==> config.mk <==
export PLATFORM = sky130hd
export DESIGN_NAME = inst_queue
export DESIGN_NICKNAME = d
export VERILOG_FILES = /design/src/rtl/inst_queue.sv
export SDC_FILE = /design/constraint.sdc
export NUM_CORES = 1
export LEC_CHECK = 0
export ABC_AREA = 1
export CELL_PAD_IN_SITES_DETAIL_PLACEMENT = 1
export CELL_PAD_IN_SITES_GLOBAL_PLACEMENT = 2
export CORE_MARGIN = 5
export CORE_UTILIZATION = 35
export DETAILED_ROUTE_END_ITERATION = 8
export PLACE_DENSITY = 0.87
export SLEW_MARGIN = 25
export SYNTH_ARGS = -nofsm -noshare
export SYNTH_HDL_FRONTEND = slang
export SYNTH_SLANG_ARGS = --single-unit
==> constraint.sdc <==
create_clock -name Clock -period 3.8 [get_ports Clock]
set_clock_uncertainty 0.15 [all_clocks]
set_input_delay 0.76 -clock Clock [delete_from_list [all_inputs] [get_ports Clock]]
set_output_delay 0.76 -clock Clock [all_outputs]
set_load 0.05 [all_outputs]
==> src/rtl/inst_queue.sv <==
// Instruction prefetch queue: circular FIFO of {PC, instruction} pairs between
// fetch and decode, with MIPS field pre-split on the head and single-cycle flush.
module inst_queue #(
    parameter int DEPTH = 4,
    parameter int WIDTH = 32
) (
    input  logic                     Clock,
    input  logic                     Reset,
    input  logic                     flush,
    input  logic                     in_valid,
    output logic                     in_ready,
    input  logic [WIDTH-1:0]         in_addr,
    input  logic [WIDTH-1:0]         in_inst,
    output logic                     out_valid,
    input  logic                     out_ready,
    output logic [WIDTH-1:0]         out_addr,
    output logic [WIDTH-1:0]         out_inst,
    output logic [5:0]               out_op,
    output logic [4:0]               out_rs,
    output logic [4:0]               out_rt,
    output logic [4:0]               out_rd,
    output logic [15:0]              out_imm,
    output logic [$clog2(DEPTH):0]   count
);

    localparam int AW = $clog2(DEPTH);
    localparam int CW = AW + 1;
    localparam logic [CW-1:0] FULL = CW'(DEPTH);

    logic [2*WIDTH-1:0] mem [DEPTH];
    logic [AW-1:0]      wp;
    logic [AW-1:0]      rp;
    logic               push;
    logic               pop;

    // in_ready is a function of count alone, so out_ready never reaches it.
    assign in_ready  = (count < FULL);
    assign out_valid = (count != '0);
    assign push      = in_valid & in_ready & ~flush;
    assign pop       = out_valid & out_ready & ~flush;

    always_ff @(posedge Clock or negedge Reset) begin
        if (!Reset) begin
            wp    <= '0;
            rp    <= '0;
            count <= '0;
            for (int i = 0; i < DEPTH; i++) begin
                mem[i] <= '0;
            end
        end else if (flush) begin
            // Storage is left as-is; only the pointers and occupancy are discarded.
            wp    <= '0;
            rp    <= '0;
            count <= '0;
        end else begin
            if (push) begin
                mem[wp] <= {in_addr, in_inst};
                wp      <= wp + 1'b1;
            end
            if (pop) begin
                rp <= rp + 1'b1;
            end
            case ({push, pop})
                2'b10:   count <= count + 1'b1;
                2'b01:   count <= count - 1'b1;
                default: count <= count;
            endcase
        end
    end

    always_comb begin
        out_addr = '0;
        out_inst = '0;
        if (out_valid) begin
            out_addr = mem[rp][2*WIDTH-1:WIDTH];
            out_inst = mem[rp][WIDTH-1:0];
        end
    end

    assign out_op  = out_inst[31:26];
    assign out_rs  = out_inst[25:21];
    assign out_rt  = out_inst[20:16];
    assign out_rd  = out_inst[15:11];
    assign out_imm = out_inst[15:0];

endmodule
# == Word level (Yosys, flattened, before mapping) ==
# Cells that the tools add are included.
# word_totals
output_inout_bits,106
ff_bits,263
input_bits,69
# classes
muxes,14
n_lt_le_gt_ge,4
eq_ne,2
n_bitwise,7
n_addsub,4
reduce_logical,6
# ops
op,n
$bwmux W256,1
$mux W64,3
$bmux W64 S2,1
$demux W64 S2,1
$mux W32,2
$mux W2,4
$ge A3 B3 Y1 const B,2
$not A2 Y3,2
$pmux W3 S2,1
$reduce_bool A3 Y1,2
$add A2 B1 Y2 const B,2
$and A1 B1 Y1,4
$reduce_bool A2 Y1,2
$add A3 B1 Y3 const B,1
$lt A3 B1 Y1 const B,1
$lt A3 B3 Y1 const B,1
$mux W3,1
$sub A3 B1 Y3 const B,1
$eq A2 B1 Y1 const B,1
$eq A2 B2 Y1 const B,1
$reduce_and A2 Y1,1
$logic_and A1 B1 Y1,1
$not A1 Y1,1

# == Depth between registers and ports, before layout ==
# Gate-level depths: netlist (run 1).
# logic_depth
word_depth,6
depth_mapped,11
mapped_depth_nobuf,11

# == Worst setup path after synthesis (run 1) ==
# Ideal clock, no wire load.
# synth_timing
path_kind,register -> output
startpoint,register count[0]
endpoint,output out_inst[15]
setup_slack_ps,105
required_time_ps,2890
path_buffers,2
arrival_time_ps,2785
path_stages_with_launch,7
path_cell_list,dfrtp_1 inv_1 nand2_1 inv_2 buf_2 a21oi_1 buf_4
# synth_between
elab_chain_cells,2
# synth_rtl
item,line_no,text
"start, declared",23,output logic [$clog2(DEPTH):0] count
"start signal, assigned",64,2'b10: count <= count + 1'b1;
"start signal, assigned",65,2'b01: count <= count - 1'b1;
"start signal, assigned",66,default: count <= count;
$reduce_bool A3 Y1,38,assign out_valid = (count != '0);
via out_valid,14,"output logic out_valid,"
$mux W32,74,if (out_valid) begin
"end, declared",17,"output logic [WIDTH-1:0] out_inst,"
# The timed path passes the listed nets, and every way through them passes these cells.

# == Worst setup path in the final report (run 1) ==
# layout_timing
startpoint,register rp[0]
endpoint,output out_addr[20]
# layout_between
elab_chain_cells,5
# layout_rtl
item,line_no,text
"start, declared",32,logic [AW-1:0] rp;
"start signal, assigned",61,rp <= rp + 1'b1;
$not A2 Y3 (implied by the code),75,out_addr = mem[rp][2*WIDTH-1:WIDTH];
$bmux W64 S2,75,
$mux W64 (2 in series),-,
$mux W32,74,
"end, declared",16,"output logic [WIDTH-1:0] out_addr,"
# Every way passes these cells. The select of a mux whose other input is x is not followed.

==> flow_summary.ini, run 1 <==
[clock_tree]
h-tree-depth = 1
cts_root_buffer = clkbuf_16
cts_sinks = 263
clkLatencyLatePin_ns = 0.54
clockBufferDepth = 3
cts_tree = yes
post_cts_buffers = 0
cts_buffers = 30
clkTransAtPathRegs_ns = 0.06
cts_resized = 32
cts_hold_buf = 0

[global_route]
grt_pass1_wl_um = 60000
antenna_found_initial = 1
track_usage = 0.176
grt_pass1_vias = 11100
grt-ovfl-total = 0
grt_max_degree = 88

[logic_synthesis]
ys_seq_elements = 263
ys.warnings.count = 0
synth-edff-count = 0
yosysSeqAreaShare = 0.511
synth_top_area_share = 0.511
yosysTopAreaCell = dfrtp_1
syn_area_per_cell_sq_um = 8.68
synth_most_common_cell = nand2_1
ys_types = 22
synthCells = 1484
synthArstFlopShare = 1.00
syn-num-nets = 1558
synth_area_sq_um = 12900
synth_commonest_cells = nand2_1 (278), dfrtp_1 (263), nor2_1 (260)
synth-main-ff-cell = dfrtp_1
yosys-top-cells-area = dfrtp_1 (51%), nand2_1 (8.1%), o21ai_2 (8.0%)

[sta]
fin_crit_ns = 3.62
hold_violations = 0
max_slew.worst_pin.slew_ns = 0.736
setup_viol = 0
finalMaxSlewViolations = 0
fmax_mhz = 276
fin_crit_sh = 0.954
fin_tns_setup_ns = 0
rsz0062_at_grt = no
relSlewSlack = 0.510

[floorplan]
die_x_um = 202
io_pins = 175
fp-row-count = 70
core_sq_um = 36400
initial_core_util = 0.354
die_h_um = 202
die_area_sq_um = 40700

[min_path]
hp-class = input port to asynchronous set/reset pin

[power]
clkPwrFrac = 0.181
power_switching_share = 0.469
ir_worst_vdd_v = 0.000553
p_sw_w = 0.00705
p_leak_nw = 7.39
cell_internal_pwr_w = 0.00799
power_frac_comb = 0.510
power_density_nw_per_um2 = 980
sequentialPowerShare = 0.309

[setup_path]
cp_max_fo = 61
critical_path_class = flop to primary output
regToRegStartpoint = count[2]
critPathArrivalTime_ns = 2.71
setup.worst_path.start = rp[0]
worstPathRequired_ns = 2.89
start_kind = flop
cp-end-kind = primary output

[layout]
final_area_sq_um = 15300
layout.nets = 1645
n_fill_cell = 4301
syn2layout_area_growth_pct = 19.2
drive_gt1_frac = 0.163
diodes = 0

[place]
gp_congestion = 0.729
io_buffer_count = 174
place_area_sq_um = 14400
dp_hpwl_um = 21800

[detailed_routing]
vias_per_cell = 4.94
drt_iter0_markers = 563
firstDrtPassIters = 4
drt-total-wl_um = 35900
vias = 10200
routedWlPerCell_um = 17.4
drc_errors = 0
ant_nets = 0

[job]
maxCapViolations = 0

[outcome]
status = finished clean
## cell usage in the layout (no fill, tap or decap), types with 2 or more instances in the layout
cell               n
nand2_1          278
dfrtp_1          261
nor2_1           260
o21ai_1          138
o21ai_0          128
o21ai_2          118
clkdlybuf4s50_1   72
inv_1             71
a21oi_1           64
buf_4             58
clkbuf_16         31
dlygate4sd2_1     30
buf_12            22
dlymetal6s2s_1    12
clkbuf_1          10
clkinv_2           7
clkbuf_8           5
ha_1               4
nand2_4            3
nand3_1            3
a21oi_2            3
inv_2              2
inv_6              2
nand2_8            2
## area by class of cell
cell class                      instances  area [sq um]  share of cell area
Clock buffer                           46           882              0.0575
Timing Repair Buffer                  196          2040               0.133
Multi-Input combinational cell       1005          4930               0.321
Tap cell                              468           586              0.0381
Inverter                               75           289              0.0188
Sequential cell                       263          6590               0.429
Clock inverter                          8          43.8             0.00285
## metrics by stage
step | hold slack [ns] | setup slack (ns) | total power, W | std cells | utilization
5_1_grt | 0.125 | 0.0391 | 0.0161 | 2061 | 0.421
6_report | 0.0757 | 0.175 | 0.0150 | 2061 | 0.421
2_1_floorplan | 0.300 | 0.105 | 0.0103 | 1484 | -
4_1_cts | 0.102 | 0.00570 | 0.0152 | 2061 | 0.420
3_5_place_dp | 0.314 | 0.445 | 0.0126 | 2007 | 0.396
3_3_place_gp | 0.309 | 0.482 | 0.0124 | 2007 | 0.396
## layer usage
metal / vias to the layer above / GRT usage / routed length, um / part of all wire
li1: 4950 / - / - / -
met1: 5044 / 0.250 / 17300 / 0.48
met2: 159 / 0.291 / 16800 / 0.47
met3: 30 / 0.0270 / 1330 / 0.037
met4: 2 / 0.0286 / 415 / 0.012
met5: - / 0 / 13 / 0.00036
## power groups by stage
stage               sequential, W  clock (W)  combinational [W]
floorplan                 0.00453          0            0.00582
global placement          0.00464          0            0.00773
detailed placement        0.00470          0            0.00787
CTS                       0.00466    0.00281            0.00776
global route              0.00481    0.00292            0.00834
finish                    0.00466    0.00272            0.00767
## critical path, stage by stage (launching register included)
cell and delay, ns:
dfrtp_4 0.60, inv_6 0.36, buf_12 0.33, o21ai_0 0.14
a21oi_1 0.42, buf_4 0.29
## worst paths after layout
path | endpoint | slack, ns | cells past startpoint
hold / removal | mem[163] | 0.08 | 1
setup reg to reg | count[2] | 1.69 | 11
setup / recovery | out_addr[20] | 0.18 | 5
min in group Clock | mem[18] | 0.33 | 2
hold reg to reg | mem[18] | 0.33 | 2
max in group asynchronous | mem[63] | 2.53 | 2
## cells by family after synthesis
| family | share of synthesized area |
|---|---|
| simple gates | 0.164 |
| xor+xnor | 0.000680 |
| compound gates | 0.210 |
| fa+ha+maj | 0.00544 |
| flops | 0.511 |
| buf+inv | 0.109 |
## flip-flops by register name (all words and copies together) (netlist names)
| signal | flops |
|---|---|
| mem | 256 |
| count | 3 |
| rp | 2 |
| wp | 2 |
No activity file was read; power rests on OpenSTA's default activity.
==> run 2, diff against run 1 <==
--- a/config.mk
+++ b/config.mk
@@ -6,7 +6,8 @@
 export NUM_CORES = 1
 export LEC_CHECK = 0
 export ABC_AREA = 1
-export CELL_PAD_IN_SITES_DETAIL_PLACEMENT = 1
+export CAP_MARGIN = 40
+export CELL_PAD_IN_SITES_DETAIL_PLACEMENT = 2
 export CELL_PAD_IN_SITES_GLOBAL_PLACEMENT = 2
 export CORE_MARGIN = 5
 export CORE_UTILIZATION = 35
==> run 2 against run 1 <==
Compared with the run above:
- cell area is essentially flat
- total power grew 2.0%
- highest routed layer unchanged
- core utilization is essentially flat
- critical path depth grew 1
- sequential power grew 1%
- combinational power grew 2%
- via count grew 4.2%
- critical endpoint is now out_inst[27]
- sequential share of layout area is essentially flat
==> flow_summary.ini, run 2 (synthesis results as in run 1) <==
[sta]
setup_viol = 0
max_slew.worst_pin.slew_ns = 0.738
finalMaxSlewViolations = 0
rsz0062_at_grt = yes
relSlewSlack = 0.508
fin_tns_setup_ns = 0
hold_violations = 0
fin_ws_ns = 0.135
fmax_mhz = 273
fin_crit_sh = 0.965
fin_crit_ns = 3.67

[clock_tree]
clockBufferDepth = 3
h-tree-depth = 1
clkLatencyLatePin_ns = 0.55
cts_sinks = 263
cts_tree = yes
clkTransAtPathRegs_ns = 0.06
cts_root_buffer = clkbuf_16
cts_buffers = 30

[setup_path]
critPathArrivalTime_ns = 2.76
slowest_stage = dfrtp_4
reg2reg_depth = 11
start_kind = flop
crit_chain = buf_12 -> nor2_1 -> nor2_1 -> o21ai_0 -> a21oi_1 -> dlygate4sd2_1
worstPathRequired_ns = 2.89
critical_path_class = flop to primary output
cp_max_fo = 69
crit_path_frequent_cell = nor2_1
regToRegStartpoint = count[2]
cp-end-kind = primary output
r2r_slack_ns = 1.61
timing.rr.end = count[2]
max_stage_delay_ns = 0.60

[floorplan]
fp-row-count = 70
io_pins = 175
initial_core_util = 0.354
die_x_um = 202
core_sq_um = 36400
die_h_um = 202
die_area_sq_um = 40700

[detailed_routing]
drc_errors = 0
routed.top_layer = met5
wl_met1_um = 17900
drt_iter0_markers = 455
ant_nets = 0
route.met3.wl_um = 1590
vias_per_cell = 5.16
vias = 10600
drt-total-wl_um = 40800
routedWlPerCell_um = 19.8
dr_wl_met2_um = 20700
firstDrtPassIters = 6

[place]
dp_hpwl_um = 25000
post-place-cells = 2007
pre_cts_ws_ns = 0.435
gp_congestion = 0.729
io_buffer_count = 174

[power]
p_sw_w = 0.00733
clkPwrFrac = 0.181
sequentialPowerShare = 0.307
power_frac_comb = 0.511
p_leak_nw = 7.34
power_density_nw_per_um2 = 1000
cell_internal_pwr_w = 0.00802
power_switching_share = 0.477
ir_worst_vdd_v = 0.000659

[global_route]
grt-ovfl-total = 0
grt_max_degree = 88
grt_pass1_vias = 12400
grt_pass1_wl_um = 66500
track_usage = 0.196
antenna_found_initial = 1

[layout]
largest_registers = mem: 256 flops, count: 3 flops
diodes = 0
mostFrequentLayoutCells = nand2_1 (278), dfrtp_1 (261), nor2_1 (260)
post-route-util = 0.421
layout.cells.non_filler = 2057
syn2layout_area_growth_pct = 19.1
layout.nets = 1645
drive_gt1_frac = 0.163
top_register = mem
largest_register_ffs = 256
layout_commonest_cell = nand2_1

[outcome]
status = finished clean

[min_path]
hp-class = input port to asynchronous set/reset pin

[job]
maxCapViolations = 0
-- run 2: cell types whose count changed in the layout (fill, tap and decap cells not counted), sizes merged --
| cell | change |
|---|---|
| inv | -1 |
| dlymetal6s2s | -4 |
| clkinv | -3 |
| dlygate4sd2 | +4 |
-- run 2: cell type report --
class / instances / area [sq um]
clock buffers: 46 / 912
inverters: 75 / 289
well taps: 468 / 586
multi-input cells: 1005 / 4930
flip-flops and latches: 263 / 6590
clock inverters: 4 / 20.0
fillers: 3984 / 21100
repair buffers: 196 / 2020
-- run 2: routing by layer --
metal / up-vias / track usage
li1: 4952 / -
met1: 5457 / 0.253
met2: 158 / 0.353
met3: 45 / 0.0303
met4: 2 / 0.0381
met5: - / 0
-- run 2: worst max-delay path: cells and delay by family (launching register included) --
family / cells / cell delay, ns
AOI/OAI and AO/OA: 2 / 0.37
buffers and inverters: 2 / 0.92
DFF: 1 / 0.60
and+or+nand+nor: 2 / 0.25
-- run 2: worst max path at each step --
| stage | end | slack (ns) | cells past startpoint | startpoint |
|---|---|---|---|---|
| 6_report | out_inst[27] | 0.13 | 6 | rp[0] |
| 5_1_grt | out_inst[27] | -0.006 | 6 | rp[0] |
| 4_1_cts | out_addr[3] | 0.002 | 6 | rp[0] |
| 3_5_place_dp | out_inst[1] | 0.43 | 4 | rp[0] |
| 3_3_place_gp | out_imm[1] | 0.48 | 4 | rp[0] |
| 2_1_floorplan | out_inst[15] | 0.11 | 6 | count[0] |
-- run 2: timing repair --
action,CTS,global route
setup buffers,0,0
cloned,0,0
hold buffers,0,0
setup endpoints to repair,54,27
resized for setup,36,13
-- run 2: power by group through the flow --
stage | registers, W | logic [W] | clock network, W
after CTS | 0.00473 | 0.00795 | 0.00286
after global routing | 0.00487 | 0.00846 | 0.00296
after detailed placement | 0.00475 | 0.00801 | 0
final | 0.00472 | 0.00785 | 0.00279
after floorplan | 0.00453 | 0.00582 | 0
after global placement | 0.00464 | 0.00773 | 0
-- run 2: metrics by stage --
step                total power (W)  area, sq um  hold slack, ns
CTS                          0.0155        15300          0.0985
finish                       0.0154        15300          0.0639
global placement             0.0124        14400           0.309
global route                 0.0163        15300           0.118
floorplan                    0.0103        12900           0.300
detailed placement           0.0128        14400           0.315
==> run 3, diff against run 2 <==
--- a/config.mk
+++ b/config.mk
@@ -6,11 +6,13 @@
 export NUM_CORES = 1
 export LEC_CHECK = 0
 export ABC_AREA = 1
+export ABC_CLOCK_PERIOD_IN_PS = 3800
 export CAP_MARGIN = 40
 export CELL_PAD_IN_SITES_DETAIL_PLACEMENT = 2
 export CELL_PAD_IN_SITES_GLOBAL_PLACEMENT = 2
 export CORE_MARGIN = 5
 export CORE_UTILIZATION = 35
+export CTS_CLUSTER_SIZE = 28
 export DETAILED_ROUTE_END_ITERATION = 8
 export PLACE_DENSITY = 0.87
 export SLEW_MARGIN = 25
==> constraint.sdc (replaced) <==
create_clock -name Clock -period 3.8 [get_ports Clock]
set_clock_uncertainty 0.15 [all_clocks]
set_input_delay 0.76 -clock Clock [delete_from_list [all_inputs] [get_ports Clock]]
set_output_delay 0.76 -clock Clock [all_outputs]
set_load 0.01 [all_outputs]
==> run 3 against run 2 <==
Compared with the run above:
- via count rose by 1.7%
- flip-flop and latch count did not move
- final cell count rose by 0.34%
- total power fell by 13%
- fmax fell by 0.71%
- clock-buffer cell count rose by 4
- core utilization rose by 0.31 points
- critical path type unchanged
- largest power group unchanged
==> flow_summary.ini, run 3 (synthesis results as in run 1) <==
[floorplan]
initial_core_util = 0.354
die_h_um = 202
die_area_sq_um = 40700
die_x_um = 202
fp-row-count = 70
core_sq_um = 36400
io_pins = 175

[clock_tree]
cts_root_buffer = clkbuf_16
cts_buffers = 30
h-tree-depth = 1
cts_sinks = 263
clockBufferDepth = 3
cts_tree = yes
clkTransAtPathRegs_ns = 0.06
clkLatencyLatePin_ns = 0.55

[sta]
rsz0062_at_grt = no
max_slew.worst_pin.slew_ns = 0.765
fmax_mhz = 271
relSlewSlack = 0.490
fin_crit_ns = 3.69
finalMaxSlewViolations = 0
setup_viol = 0
fin_tns_setup_ns = 0
hold_violations = 0
fin_crit_sh = 0.971

[power]
clkPwrFrac = 0.212
power_switching_share = 0.383
cell_internal_pwr_w = 0.00825
totalPowerFinal_w = 0.0134
power_frac_comb = 0.436
ir_worst_vdd_v = 0.000422
p_sw_w = 0.00513
sequentialPowerShare = 0.352
p_leak_nw = 7.02
power_density_nw_per_um2 = 866

[detailed_routing]
drc_errors = 0
routed.top_layer = met5
vias_per_cell = 5.23
wl_met1_um = 19200
dr_wl_met2_um = 20800
vias = 10800
route.met3.wl_um = 1300
firstDrtPassIters = 4
drt_iter0_markers = 519
ant_nets = 0
drt-total-wl_um = 41900
routedWlPerCell_um = 20.3

[layout]
syn2layout_area_growth_pct = 20.0
drive_gt1_frac = 0.126
multiInputGateArea_sq_um = 4920
layout.cells.non_filler = 2064
n_fill_cell = 4021
layout.nets = 1650
largest_registers = mem: 256 flops, count: 3 flops
largest_register_ffs = 256
diodes = 0
regArea_sq_um = 6590
top_register = mem
layout_commonest_cell = nand2_1
mostFrequentLayoutCells = nand2_1 (278), dfrtp_1 (261), nor2_1 (260)

[job]
maxCapViolations = 0

[place]
gp_congestion = 0.747
post-place-cells = 2010
io_buffer_count = 174
dp_hpwl_um = 26200

[global_route]
grt_max_degree = 90
grt_pass1_vias = 12400
grt_pass1_wl_um = 68200
antenna_found_initial = 1
grt-ovfl-total = 0
track_usage = 0.203

[setup_path]
cp-end-kind = primary output
cp_max_fo = 56
start_kind = flop
worstPathRequired_ns = 2.89
critPathArrivalTime_ns = 2.78
critical_path_class = flop to primary output

[outcome]
status = finished clean

[min_path]
hp-class = input port to asynchronous set/reset pin
[run 3: cell type report]
type,instances,area share
Clock inverter,2,0.000648
Sequential cell,263,0.426
Multi-Input combinational cell,1005,0.318
Timing Repair Buffer,201,0.137
Inverter,75,0.0187
Tap cell,468,0.0379
Clock buffer,50,0.0613
[run 3: what timing repair did]
action / CTS / global route
cloned: 0 / 0
setup buffers: 0 / 2
hold buffers: 0 / 0
resized for setup: 3 / 3
endpoints found under the setup margin: 21 / 13
[run 3: path summary, 6_finish.rpt]
| check | slack [ns] | startpoint | cells after the start | endpoint |
|---|---|---|---|---|
| worst max-delay path | 0.11 | rp[0] | 5 | out_addr[31] |
| worst min-delay path | 0.08 | Reset | 1 | mem[227] |
| worst max register to register | 1.64 | count[2] | 11 | count[2] |
| worst min register to register | 0.33 | mem[164] | 2 | mem[164] |
| max in group asynchronous | 2.52 | Reset | 2 | mem[113] |
| min in group Clock | 0.33 | mem[164] | 2 | mem[164] |
[run 3: power groups by stage]
stage	Clock, W	Combinational, W	Sequential (W)
2_1_floorplan	0	0.00362	0.00449
3_3_place_gp	0	0.00555	0.00462
3_5_place_dp	0	0.00583	0.00474
4_1_cts	0.00290	0.00594	0.00472
5_1_grt	0.00303	0.00643	0.00485
6_report	0.00283	0.00583	0.00471
[run 3: stage by stage]
step	hold WS (ns)	util	setup slack, ns	cell area (sq um)
global placement	0.309	0.397	0.618	14500
finish	0.0831	0.424	0.109	15500
global route	0.114	0.424	0.0260	15500
floorplan	0.300	-	1.39	12900
detailed placement	0.315	0.397	0.511	14500
CTS	0.122	0.424	0.0198	15400
[run 3: worst max-delay path, stage by stage, from the launching register on]
cell	delay (ns)
dfrtp_4	0.52
inv_6	0.23
buf_12	0.29
o21ai_0	0.15
a21oi_1	0.37
clkdlybuf4s50_1	0.62
[run 3: per-layer routing]
layer / vias up / global-route usage
li1: 4945 / -
met1: 5619 / 0.276
met2: 188 / 0.352
met3: 44 / 0.0266
met4: 2 / 0.0352
met5: - / 0
